**src/rtl/wordle_guess_scorer.sv**
```systemverilog
// -----------------------------------------------------------------------------
// wordle_guess_scorer
//
// Purpose:
//   Multi-cycle scorer for one Wordle guess. When Start is seen in idle, the
//   guess and answer words are latched. A green pass then walks the five
//   positions one per cycle. A yellow pass follows and scans the answer
//   letters for every position that is not green. Each answer letter can
//   justify at most one green or yellow, so surplus duplicate guess letters
//   stay gray. The result is held in QDONE until Ack is seen.
//
// Ports:
//   Clk      - system clock, all logic on posedge
//   reset    - synchronous, active-high reset
//   Start    - begin scoring (sampled only in QI)
//   Ack      - result consumed (sampled only in QDONE)
//   guess    - guess letters, letter 0 in the top byte
//   answer   - answer letters, same packing as guess
//   q_I      - one-hot state bit: idle
//   q_Green  - one-hot state bit: green pass
//   q_Yellow - one-hot state bit: yellow pass
//   q_Done   - one-hot state bit: result valid
//   colors   - 2 bits per letter, letter 0 in colors[9:8]
//              (00 gray, 01 yellow, 10 green)
//   win      - all five letters green, valid while q_Done
// -----------------------------------------------------------------------------
module wordle_guess_scorer #(
  parameter int LW = 8,
  parameter int NL = 5
) (
  input  logic             Clk,
  input  logic             reset,
  input  logic             Start,
  input  logic             Ack,
  input  logic [NL*LW-1:0] guess,
  input  logic [NL*LW-1:0] answer,
  output logic             q_I,
  output logic             q_Green,
  output logic             q_Yellow,
  output logic             q_Done,
  output logic [2*NL-1:0]  colors,
  output logic             win
);

  typedef enum logic [3:0] {
    QI      = 4'b1000,
    QGREEN  = 4'b0100,
    QYELLOW = 4'b0010,
    QDONE   = 4'b0001
  } state_t;

  localparam logic [1:0] GRAY   = 2'b00;
  localparam logic [1:0] YELLOW = 2'b01;
  localparam logic [1:0] GREEN  = 2'b10;

  state_t           state;
  logic [NL*LW-1:0] g;
  logic [NL*LW-1:0] a;
  logic [1:0]       col_q   [NL];
  logic [NL-1:0]    used_a;
  logic [2:0]       i;
  logic [2:0]       j;

  logic [LW-1:0]    g_l     [NL];
  logic [LW-1:0]    a_l     [NL];
  logic [1:0]       next_col [NL];
  logic             skip_pos;
  logic             yellow_hit;
  logic             advance_i;
  logic             all_green_next;

  // The state register is the one-hot encoding itself, so the status
  // outputs are simply its bits.
  assign {q_I, q_Green, q_Yellow, q_Done} = state;

  // Repack the per-letter color registers into the packed output bus,
  // with letter 0 in the most significant pair.
  always_comb begin
    colors = '0;
    for (int k = 0; k < NL; k++) begin
      colors[(NL-1-k)*2 +: 2] = col_q[k];
    end
  end

  // Split the latched words into letter arrays so that the datapath can
  // index letters with the I and J counters directly.
  always_comb begin
    for (int k = 0; k < NL; k++) begin
      g_l[k] = g[(NL-1-k)*LW +: LW];
      a_l[k] = a[(NL-1-k)*LW +: LW];
    end
  end

  // Decision for one yellow-pass step. A green position is skipped without
  // any compare. Otherwise an unused matching answer letter at J turns the
  // position yellow. Running out of J leaves the position gray. next_col is
  // the color set as it will look after this step. The win flag is taken
  // from next_col so that it reflects the value written on the final step.
  always_comb begin
    next_col   = col_q;
    skip_pos   = (col_q[i] == GREEN);
    yellow_hit = 1'b0;
    if (!skip_pos && !used_a[j] && (g_l[i] == a_l[j])) begin
      yellow_hit  = 1'b1;
      next_col[i] = YELLOW;
    end
    advance_i      = skip_pos || yellow_hit || (j == 3'd4);
    all_green_next = 1'b1;
    for (int k = 0; k < NL; k++) begin
      if (next_col[k] != GREEN) begin
        all_green_next = 1'b0;
      end
    end
  end

  // Main sequencer. A reset aborts any job in progress and clears every
  // piece of partial state. Start is only honoured in QI and Ack only in
  // QDONE, so stray pulses in the other states fall through harmlessly.
  always_ff @(posedge Clk) begin
    if (reset) begin
      state  <= QI;
      g      <= '0;
      a      <= '0;
      used_a <= '0;
      i      <= 3'd0;
      j      <= 3'd0;
      win    <= 1'b0;
      for (int k = 0; k < NL; k++) begin
        col_q[k] <= GRAY;
      end
    end else begin
      case (state)
        QI: begin
          if (Start) begin
            g      <= guess;
            a      <= answer;
            used_a <= '0;
            i      <= 3'd0;
            j      <= 3'd0;
            win    <= 1'b0;
            for (int k = 0; k < NL; k++) begin
              col_q[k] <= GRAY;
            end
            state <= QGREEN;
          end
        end

        QGREEN: begin
          if (g_l[i] == a_l[i]) begin
            col_q[i]  <= GREEN;
            used_a[i] <= 1'b1;
          end
          if (i == 3'd4) begin
            i     <= 3'd0;
            j     <= 3'd0;
            state <= QYELLOW;
          end else begin
            i <= i + 3'd1;
          end
        end

        QYELLOW: begin
          if (yellow_hit) begin
            used_a[j] <= 1'b1;
          end
          col_q[i] <= next_col[i];
          if (advance_i) begin
            j <= 3'd0;
            if (i == 3'd4) begin
              win   <= all_green_next;
              state <= QDONE;
            end else begin
              i <= i + 3'd1;
            end
          end else begin
            j <= j + 3'd1;
          end
        end

        QDONE: begin
          if (Ack) begin
            state <= QI;
          end
        end

        default: begin
          state <= QI;
        end
      endcase
    end
  end

endmodule

```
**config.mk**
```make
export PLATFORM = sky130hd
export DESIGN_NAME = wordle_guess_scorer
export DESIGN_NICKNAME = d
export VERILOG_FILES = /design/src/rtl/wordle_guess_scorer.sv
export SDC_FILE = /design/constraint.sdc
export NUM_CORES = 1
export LEC_CHECK = 0
export CAP_MARGIN = 5
export CORE_ASPECT_RATIO = 0.9
export CORE_MARGIN = 2
export CORE_UTILIZATION = 23
export CTS_CLUSTER_DIAMETER = 100
export DETAILED_ROUTE_END_ITERATION = 8
export HOLD_SLACK_MARGIN = 0.15
export PLACE_DENSITY = 0.43
export SLEW_MARGIN = 20
export SYNTH_ARGS = -nofsm -noshare
export SYNTH_HDL_FRONTEND = slang
export SYNTH_SLANG_ARGS = --single-unit
```
**constraint.sdc**
```tcl
create_clock -name Clk -period 4.3 [get_ports Clk]
set_input_delay 0.645 -clock Clk [delete_from_list [all_inputs] [get_ports Clk]]
set_output_delay 0.645 -clock Clk [all_outputs]
set_load 0.02 [all_outputs]
```
Word level (Yosys, flattened, before mapping)
Index checks and enable logic that the tools add are counted.
- flip-flop bits (word level): 106
- latch bits: 0
- bits in writable memories: 0
- memory bits (read-only): 0
- input bits: 84
- output and inout port bits: 15
- logic and storage cells: 127
- memories kept: 0
- add/subtract/negate cells: 2
- multiply operators: 0
- divide/modulo/power cells: 0
- $lt $le $gt $ge: 7
- eq/ne operators: 22
- shift-type cells: 0
- muxes and demuxes: 56
- bitwise operators: 10
- reduce and logical (&&, ||, !) cells: 18
- operator list (kind ; number):
    8-bit binary-select mux with 3-bit select ; 3
    8-bit two-way mux ; 6
    10-bit two-way mux ; 3
    10-bit case mux with 3 select lines ; 1
    2-bit != test (second input constant) ; 13
    4-bit two-way mux ; 5
    5-bit bitwise OR ; 4
    3-bit two-way mux ; 6
    3-bit case mux with 3 select lines ; 2
    8-bit == test ; 2
    4-bit case mux with 4 select lines ; 1
    5-bit two-way mux ; 3
    5-bit case mux with 3 select lines ; 1
    2-bit binary-select mux with 3-bit select ; 2
    1-bit two-way mux ; 12
    4-bit AND reduction ; 3
    5-bit bitwise AND ; 2
    10-bit bitwise mux ; 1
    2-bit two-way mux ; 5
    5-bit NOT ; 2
    4-bit greater-or-equal comparator (second input constant) ; 2
    3-bit by 4-bit less-than comparator with 1-bit output (second input constant) ; 2
    3-bit NOT with 4-bit output ; 2
    3-bit by 1-bit adder with 3-bit output (second input constant) ; 2
    other kinds (20) ; 30

Depth between registers and ports, before layout
- depth in word-level cells: 18
- gate-level depth with buffers: 13

Least setup slack after synthesis
No wires, ideal clock.
- path type: register -> register
- from: register j[0]
- to: register col_q, in the netlist colors[5]
- setup time: 115 ps
- arrival: 2489 ps
- required time: 4185 ps
- setup slack: 1697 ps
- cell stages (with the launch flop): 11
- path buffers: 2
- period minus slack after synthesis: 2603 ps
- cells stage by stage: dfxtp_1 -> buf_2 -> mux4_2 -> nor2b_1 -> a31oi_1 -> xnor2_1 -> nand4_1 -> or3_4 -> buf_2 -> o31a_1 -> o21a_1
- word-level cells in the longest chain between the ends: 12
- elaborated cells between the ends (all ways): 16
- classes of those cells: eq/ne: 1; mux: 11; bitwise: 1; reduce/logical: 3
- ends and longest elaborated chain (what ; line ; source):
    start, declared ; 62 ; logic [2:0] j;
    start signal, assigned ; 176 ; j <= j + 3'd1;
    3-bit NOT with 4-bit output (implied by the code) ; 103 ; if (!skip_pos && !used_a[j] && (g_l[i] == a_l[j])) begin
    8-bit binary-select mux with 3-bit select ; 103 ;
    8-bit two-way mux (implied by the code) (2 in a row) ; 103 ;
    8-bit == test ; 103 ;
    1-bit logical AND (*) ; 103 ;
    10-bit two-way mux (*) ; 103 ;
    2-bit binary-select mux with 3-bit select (*) ; 166 ; col_q[i] <= next_col[i];
    2-bit two-way mux (implied by the code) (*) (2 in a row) ; 166 ;
    10-bit bitwise mux (*) ; 166 ;
    10-bit case mux with 3 select lines (*) ; 132 ; case (state)
    end signal, assigned by index ; 166 ;
    end, declared ; 59 ; logic [1:0] col_q [NL];
Mark *: on every way between the ends. The rest lies on a longest branch, timed or not. The select of a mux whose other input is x is not followed.
A chain may end at the register's enable or synchronous reset.

Final worst setup path
- from: register i[1]
- to: register col_q, in the netlist colors[7]
- word-level cells in the longest chain between the ends: 14
- elaborated cells between the ends (all ways): 33
- classes of those cells: order compare: 2; eq/ne: 4; mux: 18; bitwise: 4; reduce/logical: 5
- ends and longest elaborated chain (what ; line ; source):
    start, declared ; 61 ; logic [2:0] i;
    start signal, assigned ; 158 ; i <= i + 3'd1;
    start signal, assigned ; 173 ; i <= i + 3'd1;
    3-bit NOT with 4-bit output (implied by the code) (*) ; n/a ;
    branches (longest 13 deep; another with 4-bit greater-or-equal comparator) ; n/a ;
Mark *: on every way between the ends. The select of a mux whose other input is x is not followed.

==> flow_summary.toml <==
[setup_path]
endpoint_kind = "register"
cp-start-kind = "register"
cp_max_fo = 26
crit_path_max_incr_delay_ns = 0.73
cp_top_family = "simple AND/OR/NAND/NOR gates"
crit_buf_inv = 0
reg2reg_slack_ns = 0.85
required_ns = 4.59
crit_type = "reg -> reg"
cp_cell_sequence = "or2_1 -> o22ai_1 -> a31oi_1 -> xor2_1 -> nor4_1 -> nand3_1 -> a2111o_1 -> a21boi_0"
reg2reg_from = "i[1]$_SDFFE_PP0P_"
arrival_ns = 3.74
r2r-end = "colors[7]$_SDFFE_PP0P_"
rr_worst_depth = 8
cpMaxStageDelayCell = "dfxtp_2"

[yosys]
synth_edf_count = 0
synth_area_um2 = 5628
yosysSeqAreaShare = 0.3771
yosys_most_used_dff = "dfxtp_1"
synth_warnings = 0
async_flop_share = 0
yosysUniqueCellTypes = 57
synth_seq_cells = 106
syn_avg_cell_area_um2 = 7.720
synth.net_count = 817
synthCells = 729

[power_and_ir_drop]
p_leak_nw = 2.376
ir_drop_mv = 0.1787
cellPowerDensity_nw_per_um2 = 342.9

[min_path]
hold_depth = 2
hold_path_startpoint = "g[0]$_SDFFE_PP0P_"
min_to = "g[0]$_SDFFE_PP0P_"
min_path_type = "reg -> reg"

[cts]
numCtsBuffers = 9
cts_resized = 0
insertion_delay_ns = 0.36
clkSlewWorstSetupHoldPaths_ns = 0.07
post_cts_buffers = 0
cts_tree = "built"
cts-root-buf = "clkbuf_16"
clock_path_buffers = 2
ctsHoldBuffers = 0
htreeDepth = 3
cts.sinks = 106

[sta]
finalSetupViolCount = 0
finalCritPeriodShare = 0.8018
tightest_slew_ns = 0.8216
clock.fmax_mhz = 290.0
hold_slack_ns = 0.4548
hold_viol_final = 0
timing.slew.headroom = 0.4511
period_needed_ns = 3.448
final.setup.tns_ns = 0
slew_violations = 0
fin_skew_ns = 0.01322
rsz0062_at_grt = "false"

[global_route]
grt_pass1_wl_um = 29280
antenna_found_initial = 0
grt_max_degree = 57
grt_pass1_vias = 5153
grt_overflow = 0
grtUsageTotal = 0.1452

[detailed_routing]
viasPerCell = 4.812
drt_iter0_markers = 332
ant_nets = 0
dr.pass1.iters = 6
routedWlPerCell_um = 16.76
finalWirelength_um = 18550
drcViolationCount = 0
vias = 5327

[place]
post-dp-hpwl_um = 13520
portBuffers = 98
globalplace.congestion = 0.8147

[outcome]
status = "complete, no violations"

[cells_and_area]
utilization = 0.2955
diodes = 0
area_growth_pct = 26.66
drive_above_1_share = 0.06508
fill_cells = 2640
num-nets-final = 882

[floorplanning]
ios = 99
rows = 54
fp.dieW_um = 168.9
initial_core_util = 0.2333
coreArea_um2 = 24120
die-area_um2 = 25740
die_h_um = 152.4

[flow_run]
cap_violations = 0
-- power breakdown --
part / total, mW / switching (mW) / leakage (nW) / internal [mW]
Clock: 0.858 / 0.400 / 0.142 / 0.458
Combinational: 0.489 / 0.279 / 1.37 / 0.209
Sequential: 1.10 / 0.0538 / 0.867 / 1.04
-- synth_stat cells, drive strengths merged (5+ instances only) --
| master | n | area share |
|---|---|---|
| a21oi | 103 | 0.092 |
| xnor2 | 6 | 0.0093 |
| o32ai | 7 | 0.011 |
| mux2i | 48 | 0.085 |
| xor2 | 9 | 0.014 |
| nor2 | 20 | 0.013 |
| a21boi | 5 | 0.0073 |
| nand4 | 5 | 0.0056 |
| mux2 | 6 | 0.012 |
| buf | 27 | 0.030 |
| o21ai | 21 | 0.019 |
| nand2b | 7 | 0.0078 |
| nor3 | 6 | 0.0053 |
| clkbuf | 34 | 0.023 |
| dfxtp | 106 | 0.38 |
| a32o | 5 | 0.0089 |
| a31oi | 12 | 0.013 |
| a211oi | 5 | 0.0076 |
| nand2 | 206 | 0.14 |
| o22ai | 12 | 0.016 |
| inv | 12 | 0.0080 |
| nor2b | 8 | 0.0089 |
| nand3 | 10 | 0.0089 |
-- worst reg2reg max path, cell delays in order (launching register included) --
cell,delay [ns]
dfxtp_2,0.73
or2_1,0.59
o22ai_1,0.22
a31oi_1,0.30
xor2_1,0.11
nor4_1,0.33
nand3_1,0.42
a2111o_1,0.53
a21boi_0,0.14
-- cell type report --
| type | count | area, µm² | share of cell area |
|---|---|---|---|
| well taps | 308 | 385.4 | 0.05406 |
| clock inverters | 5 | 62.56 | 0.008777 |
| flip-flops and latches | 106 | 2123 | 0.2979 |
| clock buffers | 11 | 232.7 | 0.03265 |
| multi-input cells | 550 | 3176 | 0.4455 |
| repair buffers | 115 | 1104 | 0.1548 |
| inverters | 12 | 45.04 | 0.006319 |
-- worst max path at each step --
| stage | startpoint | endpoint | slack [ns] | depth (start not counted) |
|---|---|---|---|---|
| final | i[1]$_SDFFE_PP0P_ | colors[7]$_SDFFE_PP0P_ | 0.85 | 8 |
| after global placement | i[1]$_SDFFE_PP0P_ | colors[7]$_SDFFE_PP0P_ | 0.98 | 8 |
| after CTS | i[1]$_SDFFE_PP0P_ | colors[7]$_SDFFE_PP0P_ | 0.87 | 8 |
| after detailed placement | i[1]$_SDFFE_PP0P_ | colors[7]$_SDFFE_PP0P_ | 0.90 | 8 |
| after floorplan | j[0]$_SDFFE_PP0P_ | colors[5]$_SDFFE_PP0P_ | 1.70 | 10 |
| after global routing | i[1]$_SDFFE_PP0P_ | colors[7]$_SDFFE_PP0P_ | 0.56 | 8 |
-- kinds of logic after synthesis --
family / share of synthesized area
compound gates: 0.2265
fa+ha+maj: 0.008893
buf+inv: 0.06114
xor+xnor: 0.02334
flops: 0.3771
mux: 0.1014
simple gates: 0.2016
-- flip-flops by register name, summed over array words and instances, names as in the netlist --
name and cells:
j 3, g 40, colors 10, a 40, i 3, state 4, win 1, used_a 5
-- metal layers --
| layer | up-vias | global-route usage | wire length [µm] |
|---|---|---|---|
| met2 | 146 | 0.2176 | 8089 |
| met5 | - | 0 | 0 |
| met3 | 17 | 0.02571 | 850 |
| li1 | 2670 | - | - |
| met4 | 0 | 0.04105 | 268 |
| met1 | 2494 | 0.2122 | 9345 |
-- metrics by stage --
step	cells	area [µm²]	worst slack, ns	total power, mW
detailed placement	1091	6833	0.8976	1.615
CTS	1107	7128	0.8666	2.476
global placement	1091	6833	0.9759	1.614
global route	1107	7128	0.5575	2.568
finish	1107	7128	0.8521	2.445
floorplan	729	5628	1.697	1.416
-- placed cells by master, fill, tap and decap left out, types with 6 or more instances in the layout --
cell	count
a21oi_1	102
a31oi_1	12
buf_4	17
clkbuf_16	9
clkdlybuf4s50_1	97
dfxtp_1	105
inv_1	12
mux2_2	6
mux2i_1	48
nand2_1	205
nand2b_1	7
nand3_1	10
nor2_1	20
nor2b_1	8
o21ai_0	21
o22ai_1	10
o32ai_1	7
xnor2_1	6
xor2_1	9
No activity file was read; power rests on OpenSTA's default activity.
